## config.mk

```make
export PLATFORM = sky130hd
export DESIGN_NAME = y86_pipe_ctrl_flat
export DESIGN_NICKNAME = d
export VERILOG_FILES = /design/src/rtl/y86_pipe_ctrl_pkg.sv /design/src/rtl/y86_pipe_ctrl_if.sv /design/src/rtl/y86_pipe_ctrl_cc_reg.sv /design/src/rtl/y86_pipe_ctrl.sv /design/src/flat_wrapper.sv
export SDC_FILE = /design/constraint.sdc
export NUM_CORES = 1
export LEC_CHECK = 0
export BUFFER_PORTS_ARGS = -buffer_cell sky130_fd_sc_hd__clkbuf_2
export CAP_MARGIN = 20
export CORE_MARGIN = 3
export CORE_UTILIZATION = 42
export CTS_CLUSTER_DIAMETER = 100
export CTS_CLUSTER_SIZE = 20
export DETAILED_ROUTE_END_ITERATION = 16
export PLACE_DENSITY_LB_ADDON = 0.3
export SKIP_CTS_REPAIR_TIMING = 1
export SYNTH_ARGS = -nofsm -noshare
export SYNTH_HDL_FRONTEND = slang
export SYNTH_SLANG_ARGS = --single-unit
```

## constraint.sdc

```tcl
create_clock -name clk -period 5.6 [get_ports clk]
set_input_delay 1.68 -clock clk [delete_from_list [all_inputs] [get_ports clk]]
set_output_delay 1.68 -clock clk [all_outputs]
set_load 0.005 [all_outputs]
```

## src/rtl/y86_pipe_ctrl_pkg.sv

```systemverilog
// ---------------------------------------------------------------------------
// y86_pipe_ctrl_pkg
// Shared definitions for the y86 pipeline control unit: instruction codes the
// controller decodes, the "no register" id, the condition-code reset value,
// the control FSM state encoding and the load-use hazard helper.
// No ports (package).
// ---------------------------------------------------------------------------
package y86_pipe_ctrl_pkg;

  localparam logic [3:0] I_HALT   = 4'h0;
  localparam logic [3:0] I_MRMOVL = 4'h5;
  localparam logic [3:0] I_OPL    = 4'h6;
  localparam logic [3:0] I_JXX    = 4'h7;
  localparam logic [3:0] I_RET    = 4'h9;
  localparam logic [3:0] I_POPL   = 4'hB;

  localparam logic [3:0] R_NONE   = 4'hF;

  // {ZF, SF, OF} after reset: "result was zero"
  localparam logic [2:0] CC_RESET = 3'b100;

  typedef enum logic [1:0] {
    S_RUN       = 2'd0,
    S_RET_DRAIN = 2'd1,
    S_MEM_WAIT  = 2'd2,
    S_HALT      = 2'd3
  } ctrl_state_e;

  // A load in execute whose destination is read by the instruction in decode.
  // R_NONE never matches, so unused source fields cannot trigger a stall.
  function automatic logic load_use_hazard(input logic [3:0] e_icode,
                                           input logic [3:0] e_dst_m,
                                           input logic [3:0] src_a,
                                           input logic [3:0] src_b);
    return ((e_icode == I_MRMOVL) || (e_icode == I_POPL)) &&
           (e_dst_m != R_NONE) &&
           ((e_dst_m == src_a) || (e_dst_m == src_b));
  endfunction

endpackage

```

## src/rtl/y86_pipe_ctrl_if.sv

```systemverilog
// ---------------------------------------------------------------------------
// y86_pipe_ctrl_if
// Bundle between the pipeline datapath and the pipeline control unit.
//   Pipeline -> control: D_icode, d_srcA, d_srcB, E_icode, E_dstM, e_Cnd,
//                        alu_zf/sf/of, M_icode, mem_req, mem_ready, W_icode
//   Control -> pipeline: F/D/E/M/W_stall, D/E/M/W_bubble, cc_zf/sf/of, halted
// modport master : datapath side
// modport slave  : control unit side
// ---------------------------------------------------------------------------
interface y86_pipe_ctrl_if;

  logic [3:0] D_icode;
  logic [3:0] d_srcA;
  logic [3:0] d_srcB;
  logic [3:0] E_icode;
  logic [3:0] E_dstM;
  logic       e_Cnd;
  logic       alu_zf;
  logic       alu_sf;
  logic       alu_of;
  logic [3:0] M_icode;
  logic       mem_req;
  logic       mem_ready;
  logic [3:0] W_icode;

  logic       F_stall;
  logic       D_stall;
  logic       E_stall;
  logic       M_stall;
  logic       W_stall;
  logic       D_bubble;
  logic       E_bubble;
  logic       M_bubble;
  logic       W_bubble;
  logic       cc_zf;
  logic       cc_sf;
  logic       cc_of;
  logic       halted;

  modport master (
    output D_icode, d_srcA, d_srcB, E_icode, E_dstM, e_Cnd,
           alu_zf, alu_sf, alu_of, M_icode, mem_req, mem_ready, W_icode,
    input  F_stall, D_stall, E_stall, M_stall, W_stall,
           D_bubble, E_bubble, M_bubble, W_bubble,
           cc_zf, cc_sf, cc_of, halted
  );

  modport slave (
    input  D_icode, d_srcA, d_srcB, E_icode, E_dstM, e_Cnd,
           alu_zf, alu_sf, alu_of, M_icode, mem_req, mem_ready, W_icode,
    output F_stall, D_stall, E_stall, M_stall, W_stall,
           D_bubble, E_bubble, M_bubble, W_bubble,
           cc_zf, cc_sf, cc_of, halted
  );

endinterface

```

## src/rtl/y86_pipe_ctrl_cc_reg.sv

```systemverilog
// ---------------------------------------------------------------------------
// y86_pipe_ctrl_cc_reg
// Architectural condition-code register {ZF, SF, OF}.
//   clk   : clock, rising edge
//   rst_n : asynchronous active-low reset, loads CC_RESET
//   en    : load d on the next rising edge
//   d     : new flags {zf, sf, of}
//   q     : current flags {zf, sf, of}
// ---------------------------------------------------------------------------
module y86_pipe_ctrl_cc_reg
  import y86_pipe_ctrl_pkg::*;
(
  input  logic       clk,
  input  logic       rst_n,
  input  logic       en,
  input  logic [2:0] d,
  output logic [2:0] q
);

  // flag storage: load on enable, hold otherwise
  always_ff @(posedge clk or negedge rst_n) begin
    if (!rst_n) begin
      q <= CC_RESET;
    end else if (en) begin
      q <= d;
    end else begin
      q <= q;
    end
  end

endmodule

```

## src/rtl/y86_pipe_ctrl.sv

```systemverilog
// ---------------------------------------------------------------------------
// y86_pipe_ctrl
// Stall/bubble generation for the five-stage y86 pipeline plus ownership of
// the condition-code register.
//   clk   : clock, rising edge
//   reset : asynchronous active-low reset
//   bus   : y86_pipe_ctrl_if.slave (pipeline state in, stage controls and
//           condition codes out)
// Hazard priority, highest first: halt, memory wait, mispredicted jump,
// load-use, ret. Stage controls are combinational; state, the ret drain
// counter and the condition codes are registered.
// Parameter RET_BUBBLES : fetch-stall cycles per ret, detection cycle
//                         included (>= 1).
// Optional build macro Y86_PERF_CNT_EN adds parameter CNT_W and the wrapping
// counters cyc_cnt (non-halted cycles), stall_cnt (F_stall cycles) and
// bubble_cnt (E_bubble cycles).
// ---------------------------------------------------------------------------
module y86_pipe_ctrl
  import y86_pipe_ctrl_pkg::*;
#(
  parameter int RET_BUBBLES = 3
`ifdef Y86_PERF_CNT_EN
  ,
  parameter int CNT_W = 32
`endif
) (
  input  logic           clk,
  input  logic           reset,
  y86_pipe_ctrl_if.slave bus
`ifdef Y86_PERF_CNT_EN
  ,
  output logic [CNT_W-1:0] cyc_cnt,
  output logic [CNT_W-1:0] stall_cnt,
  output logic [CNT_W-1:0] bubble_cnt
`endif
);

  localparam int              RC_W     = (RET_BUBBLES > 1) ? $clog2(RET_BUBBLES) : 1;
  localparam logic [RC_W-1:0] RET_LOAD = RC_W'(RET_BUBBLES - 1);
  localparam logic [RC_W-1:0] RC_ONE   = RC_W'(1);

  ctrl_state_e     state_r, state_nxt_s;
  ctrl_state_e     saved_r, saved_nxt_s;
  ctrl_state_e     eff_state_s;
  logic [RC_W-1:0] ret_cnt_r, ret_cnt_nxt_s;

  logic mem_wait_s, mispredict_s, load_use_s, ret_start_s, drain_s, halt_s;
  logic cc_en_s;
  logic [2:0] cc_s;
  logic f_stall_s, d_stall_s, e_stall_s, m_stall_s, w_stall_s;
  logic d_bubble_s, e_bubble_s, m_bubble_s, w_bubble_s;

  // M_icode is carried on the bus for completeness; no hazard depends on it
  logic unused_m_icode_s;
  assign unused_m_icode_s = ^bus.M_icode;

  assign mem_wait_s   = bus.mem_req & ~bus.mem_ready;
  assign mispredict_s = (bus.E_icode == I_JXX) & ~bus.e_Cnd;
  assign load_use_s   = load_use_hazard(bus.E_icode, bus.E_dstM, bus.d_srcA, bus.d_srcB);
  assign halt_s       = (state_r == S_HALT);

  // Once the wait clears, MEM_WAIT behaves as the state it interrupted in the
  // same cycle, so a paused drain resumes without an extra idle cycle.
  assign eff_state_s  = (state_r == S_MEM_WAIT) ? saved_r : state_r;
  assign drain_s      = (eff_state_s == S_RET_DRAIN);
  // A ret behind a mispredicted jump is wrong-path; behind a load-use it is
  // re-evaluated once the stall has resolved.
  assign ret_start_s  = (eff_state_s == S_RUN) & (bus.D_icode == I_RET) &
                        ~load_use_s & ~mispredict_s;

  // stage controls from state and current hazards
  always_comb begin
    f_stall_s  = 1'b0;
    d_stall_s  = 1'b0;
    e_stall_s  = 1'b0;
    m_stall_s  = 1'b0;
    w_stall_s  = 1'b0;
    d_bubble_s = 1'b0;
    e_bubble_s = 1'b0;
    m_bubble_s = 1'b0;
    w_bubble_s = 1'b0;
    if (!reset) begin
      f_stall_s = 1'b0;
    end else if (halt_s) begin
      f_stall_s = 1'b1;
      d_stall_s = 1'b1;
      e_stall_s = 1'b1;
      m_stall_s = 1'b1;
      w_stall_s = 1'b1;
    end else if (mem_wait_s) begin
      f_stall_s  = 1'b1;
      d_stall_s  = 1'b1;
      e_stall_s  = 1'b1;
      m_stall_s  = 1'b1;
      w_bubble_s = 1'b1;
    end else begin
      f_stall_s  = load_use_s | ret_start_s | drain_s;
      d_stall_s  = load_use_s;
      // a held D register must not also be bubbled
      d_bubble_s = (mispredict_s | ret_start_s | drain_s) & ~load_use_s;
      e_bubble_s = mispredict_s | load_use_s;
    end
  end

  // next state, saved state and ret drain counter
  always_comb begin
    state_nxt_s   = state_r;
    saved_nxt_s   = saved_r;
    ret_cnt_nxt_s = ret_cnt_r;
    if (halt_s || (bus.W_icode == I_HALT)) begin
      state_nxt_s = S_HALT;
    end else if (mem_wait_s) begin
      state_nxt_s = S_MEM_WAIT;
      saved_nxt_s = eff_state_s;
    end else if (ret_start_s) begin
      ret_cnt_nxt_s = RET_LOAD;
      state_nxt_s   = (RET_BUBBLES > 1) ? S_RET_DRAIN : S_RUN;
    end else if (drain_s) begin
      ret_cnt_nxt_s = ret_cnt_r - RC_ONE;
      state_nxt_s   = (ret_cnt_r == RC_ONE) ? S_RUN : S_RET_DRAIN;
    end else begin
      state_nxt_s = S_RUN;
    end
  end

  // control state registers
  always_ff @(posedge clk or negedge reset) begin
    if (!reset) begin
      state_r   <= S_RUN;
      saved_r   <= S_RUN;
      ret_cnt_r <= {RC_W{1'b0}};
    end else begin
      state_r   <= state_nxt_s;
      saved_r   <= saved_nxt_s;
      ret_cnt_r <= ret_cnt_nxt_s;
    end
  end

  // Flags only come from an OPL that really retires its execute result.
  assign cc_en_s = (bus.E_icode == I_OPL) & ~mem_wait_s & ~halt_s & ~mispredict_s;

  y86_pipe_ctrl_cc_reg u_cc_reg (
    .clk   (clk),
    .rst_n (reset),
    .en    (cc_en_s),
    .d     ({bus.alu_zf, bus.alu_sf, bus.alu_of}),
    .q     (cc_s)
  );

  assign bus.F_stall  = f_stall_s;
  assign bus.D_stall  = d_stall_s;
  assign bus.E_stall  = e_stall_s;
  assign bus.M_stall  = m_stall_s;
  assign bus.W_stall  = w_stall_s;
  assign bus.D_bubble = d_bubble_s;
  assign bus.E_bubble = e_bubble_s;
  assign bus.M_bubble = m_bubble_s;
  assign bus.W_bubble = w_bubble_s;
  assign bus.cc_zf    = cc_s[2];
  assign bus.cc_sf    = cc_s[1];
  assign bus.cc_of    = cc_s[0];
  assign bus.halted   = halt_s;

`ifdef Y86_PERF_CNT_EN
  // performance counters, free-running with natural wrap
  always_ff @(posedge clk or negedge reset) begin
    if (!reset) begin
      cyc_cnt    <= {CNT_W{1'b0}};
      stall_cnt  <= {CNT_W{1'b0}};
      bubble_cnt <= {CNT_W{1'b0}};
    end else begin
      cyc_cnt    <= halt_s     ? cyc_cnt : (cyc_cnt + CNT_W'(1));
      stall_cnt  <= f_stall_s  ? (stall_cnt + CNT_W'(1)) : stall_cnt;
      bubble_cnt <= e_bubble_s ? (bubble_cnt + CNT_W'(1)) : bubble_cnt;
    end
  end
`endif

endmodule

```

## src/flat_wrapper.sv

```systemverilog
// flat-port wrapper written by rule: the top's interface ports become plain ports
module y86_pipe_ctrl_flat import y86_pipe_ctrl_pkg::*;
#(
  parameter int RET_BUBBLES = 3

)
  (clk, reset, bus_D_icode, bus_d_srcA, bus_d_srcB, bus_E_icode, bus_E_dstM, bus_e_Cnd, bus_alu_zf, bus_alu_sf, bus_alu_of, bus_M_icode, bus_mem_req, bus_mem_ready, bus_W_icode, bus_F_stall, bus_D_stall, bus_E_stall, bus_M_stall, bus_W_stall, bus_D_bubble, bus_E_bubble, bus_M_bubble, bus_W_bubble, bus_cc_zf, bus_cc_sf, bus_cc_of, bus_halted);
  y86_pipe_ctrl_if bus_i ();
  input  logic clk;
  input  logic reset;
  input wire logic [$bits(bus_i.D_icode)-1:0] bus_D_icode;
  input wire logic [$bits(bus_i.d_srcA)-1:0] bus_d_srcA;
  input wire logic [$bits(bus_i.d_srcB)-1:0] bus_d_srcB;
  input wire logic [$bits(bus_i.E_icode)-1:0] bus_E_icode;
  input wire logic [$bits(bus_i.E_dstM)-1:0] bus_E_dstM;
  input wire logic [$bits(bus_i.e_Cnd)-1:0] bus_e_Cnd;
  input wire logic [$bits(bus_i.alu_zf)-1:0] bus_alu_zf;
  input wire logic [$bits(bus_i.alu_sf)-1:0] bus_alu_sf;
  input wire logic [$bits(bus_i.alu_of)-1:0] bus_alu_of;
  input wire logic [$bits(bus_i.M_icode)-1:0] bus_M_icode;
  input wire logic [$bits(bus_i.mem_req)-1:0] bus_mem_req;
  input wire logic [$bits(bus_i.mem_ready)-1:0] bus_mem_ready;
  input wire logic [$bits(bus_i.W_icode)-1:0] bus_W_icode;
  output wire logic [$bits(bus_i.F_stall)-1:0] bus_F_stall;
  output wire logic [$bits(bus_i.D_stall)-1:0] bus_D_stall;
  output wire logic [$bits(bus_i.E_stall)-1:0] bus_E_stall;
  output wire logic [$bits(bus_i.M_stall)-1:0] bus_M_stall;
  output wire logic [$bits(bus_i.W_stall)-1:0] bus_W_stall;
  output wire logic [$bits(bus_i.D_bubble)-1:0] bus_D_bubble;
  output wire logic [$bits(bus_i.E_bubble)-1:0] bus_E_bubble;
  output wire logic [$bits(bus_i.M_bubble)-1:0] bus_M_bubble;
  output wire logic [$bits(bus_i.W_bubble)-1:0] bus_W_bubble;
  output wire logic [$bits(bus_i.cc_zf)-1:0] bus_cc_zf;
  output wire logic [$bits(bus_i.cc_sf)-1:0] bus_cc_sf;
  output wire logic [$bits(bus_i.cc_of)-1:0] bus_cc_of;
  output wire logic [$bits(bus_i.halted)-1:0] bus_halted;
  assign bus_i.D_icode = bus_D_icode;
  assign bus_i.d_srcA = bus_d_srcA;
  assign bus_i.d_srcB = bus_d_srcB;
  assign bus_i.E_icode = bus_E_icode;
  assign bus_i.E_dstM = bus_E_dstM;
  assign bus_i.e_Cnd = bus_e_Cnd;
  assign bus_i.alu_zf = bus_alu_zf;
  assign bus_i.alu_sf = bus_alu_sf;
  assign bus_i.alu_of = bus_alu_of;
  assign bus_i.M_icode = bus_M_icode;
  assign bus_i.mem_req = bus_mem_req;
  assign bus_i.mem_ready = bus_mem_ready;
  assign bus_i.W_icode = bus_W_icode;
  assign bus_F_stall = bus_i.F_stall;
  assign bus_D_stall = bus_i.D_stall;
  assign bus_E_stall = bus_i.E_stall;
  assign bus_M_stall = bus_i.M_stall;
  assign bus_W_stall = bus_i.W_stall;
  assign bus_D_bubble = bus_i.D_bubble;
  assign bus_E_bubble = bus_i.E_bubble;
  assign bus_M_bubble = bus_i.M_bubble;
  assign bus_W_bubble = bus_i.W_bubble;
  assign bus_cc_zf = bus_i.cc_zf;
  assign bus_cc_sf = bus_i.cc_sf;
  assign bus_cc_of = bus_i.cc_of;
  assign bus_halted = bus_i.halted;
  y86_pipe_ctrl #(.RET_BUBBLES(RET_BUBBLES)) u_core (.clk(clk), .reset(reset), .bus(bus_i));
endmodule
```

==> metrics.md <==
| Metric | Value |
|---|---|
| Status | completed |
| Reg clk slew, reported paths | 0.06 ns |
| Sw frac | 0.351 |
| Synth top area cells | dfrtp_1, xor2_1, mux2_2 |
| Mean Syn Cell Area | 9.31 um2 |
| VDD IR-drop max | 0.213 mV |
| Layout cells sized above 1 | 0.458 |
| CP max stage delay | 0.42 ns |
| CP required | 3.92 ns |
| Final Cycle Share | 0.829 |
| Slowest library cell on the worst path | o41a_1 |
| Post-synth top cells | dfrtp_1, xor2_1, inv_1, nor2_1 |
| RSZ-0062 raised after global routing | no |
| Total CTS buffers | 3 |
| Gr usage total | 0.165 |
| Fin crit period | 4.64 ns |
| Die Span Y | 46.2 um |
| Distinct cells, synth | 34 |
| Worst path cell trace | clkbuf_2 > nand3b_1 > nor3b_2 > and2b_1 > o41a_1 > clkbuf_2 |
| Synth Instances | 73 |
| Non-filler cells, final | 133 |
| Die Width | 46.2 um |
| Boundary Pins | 49 |
| Vias in the first global route | 603 |
| Detailed Routing Iterations Pass 1 | 4 |
| Initial drt markers | 13 |
| Placer Congestion | 0.763 |
| Final ANT Viol Nets | 0 |
| Leakage power | 0.501 nW |
| Top_reg_cell synth | dfrtp_1 |
| CTS root buf | clkbuf_4 |
| CP Class | in2out |
| Largest net degree at the start of global routing | 17 |
| CTS tree | built |
| Slew @ Worst Pin | 0.492 ns |
| Final setup violation count | 0 |
| Max Cap Viol | 0 |
| Synthesis-to-layout area growth | 36.1% |
| Drc violations | 0 |
| Maximum net fanout on the critical path | 3 |
| YS warnings | 0 |
| Skew-Pair Late Insertion Delay | 0.26 ns |
| Skew final | 0.00553 ns |
| Slew HR | 0.669 |
| Inst Count DP | 129 |
| Sw Pwr | 0.0957 mW |
| Comb power frac | 0.417 |
| Row cnt | 13 |
| Crit start category | input pin |
| CP arrival | 2.96 ns |
| Maximum buffer depth of the clock tree | 2 |
| Reg power frac | 0.400 |
| Die area | 2140 um2 |
| Crit path top cell by count | clkbuf_2 |
| Synthesized flop and latch total | 9 |
| Detailed Place HPWL | 1370 um |
| Final hold viol count | 0 |
| H-tree level count | 1 |
| Crit path capture type | output port |
| Total Routed Length | 1580 um |
| Sequential area share after synthesis | 0.333 |
| Syn_nets | 110 |
| Post-synthesis async set-or-reset flop share | 1.00 |
| Slew Viols, Final | 0 |
| Fmax | 215 MHz |
| GRT overflow | 0 |
| Via count | 688 |
| Clock Power Share | 0.183 |
| Sink Count | 9 |
| Int Power | 0.177 mW |
| Drt via density | 5.17 |
| Synth top area share | 0.295 |
| PwrDens | 295 nW/um2 |
| Worst Hold Class | reg2reg |
| Initial antenna violation count | 0 |
| EDFF count, synth | 0 |
| TNS Setup | 0 ns |
| Layout Nets | 156 |
| Synthesized cell area | 679 um2 |
| First-pass GRT wire length | 2500 um |
| Antenna Cells | 0 |
| Largest area contributor in the netlist | dfrtp_1 |
| WL/cell | 11.9 um |
| Core area | 1400 um2 |
| Port bufs | 43 |
| Initial cell density of the core | 0.486 |
## sequential cells by signal, summed over array words and instances, names as in the netlist
name,flops
u_core.saved_r,2
u_core.state_r,2
u_core.ret_cnt_r,2
u_core.u_cc_reg.q,3
## cell families (layout without fill, tap and decap cells)
group	Yosys count	in the layout	synth area share
buf+inv	7	52	0.0497
compound gates	12	12	0.140
fa+ha+maj	1	1	0.0184
xor+xnor	8	8	0.103
mux	4	4	0.0663
flops	9	9	0.333
other cells	1	1	0.00552
simple gates	31	31	0.284
## through the flow
step / setup slack (ns) / util / total power [mW] / hold WS [ns] / cell area, um2
6_report: 0.956 / 0.661 / 0.272 / 0.507 / 925
5_1_grt: 0.888 / 0.661 / 0.298 / 0.537 / 925
4_1_cts: 0.939 / 0.661 / 0.276 / 0.512 / 925
3_5_place_dp: 0.938 / 0.642 / 0.224 / 0.497 / 898
3_3_place_gp: 0.967 / 0.642 / 0.219 / 0.487 / 898
2_1_floorplan: 1.23 / - / 0.179 / 0.474 / 679
## worst paths after layout
path	from	end	slack, ns	cells past startpoint
max reg2reg	u_core.state_r[0]$_DFF_PN0_	u_core.ret_cnt_r[0]$_DFFE_PN0P_	3.97	5
max	bus_E_icode[3]	bus_F_stall	0.96	6
min in group asynchronous	reset	u_core.u_cc_reg.q[1]$_DFFE_PN0P_	1.30	1
min	u_core.u_cc_reg.q[0]$_DFFE_PN0P_	u_core.u_cc_reg.q[0]$_DFFE_PN0P_	0.51	1
max in group asynchronous	reset	u_core.u_cc_reg.q[2]$_DFFE_PN1P_	4.02	1
min reg2reg	u_core.u_cc_reg.q[0]$_DFFE_PN0P_	u_core.u_cc_reg.q[0]$_DFFE_PN0P_	0.51	1
## placed cells by master (no fill, tap or decap), drive strengths merged, types with 2 or more instances in the layout
cell    count
inv         5
xor2        8
nor4        3
mux2        4
dfrtp       8
clkbuf     47
o2111a      2
nor2b       3
o22ai       2
nor2        5
o21ai       3
nand2b      3
nand2       4
nor3        2
and3        3
## layout make-up
type	count	area, um2
Clock buffer	4	26.3
Fill cell	124	474
Inverter	5	18.8
Multi-Input combinational cell	57	419
Sequential cell	9	226
Tap cell	15	18.8
Timing Repair Buffer	43	215
## power by group through the flow
stage                     Combinational (mW)  Sequential, mW  Clock [mW]
after floorplan                       0.0725           0.107           0
after global placement                 0.111           0.108           0
after detailed placement               0.114           0.110           0
after CTS                              0.115           0.108      0.0530
after global routing                   0.128           0.113      0.0571
final                                  0.114           0.109      0.0499
## critical path: cells and delay by family
kind	cells	cell delay, ns
AO/OA/AOI/OAI	1	0.42
buffers and inverters	2	0.21
AND/OR/NAND/NOR	3	0.66
## layer usage
layer  up-vias  GRT usage  wire length [um]
met5         -          0                 0
met4         0     0.0682                11
met2        31      0.266               767
met3         2     0.0664               184
li1        357          -                 -
met1       298      0.193               614
Power figures use the tool's default switching activity.
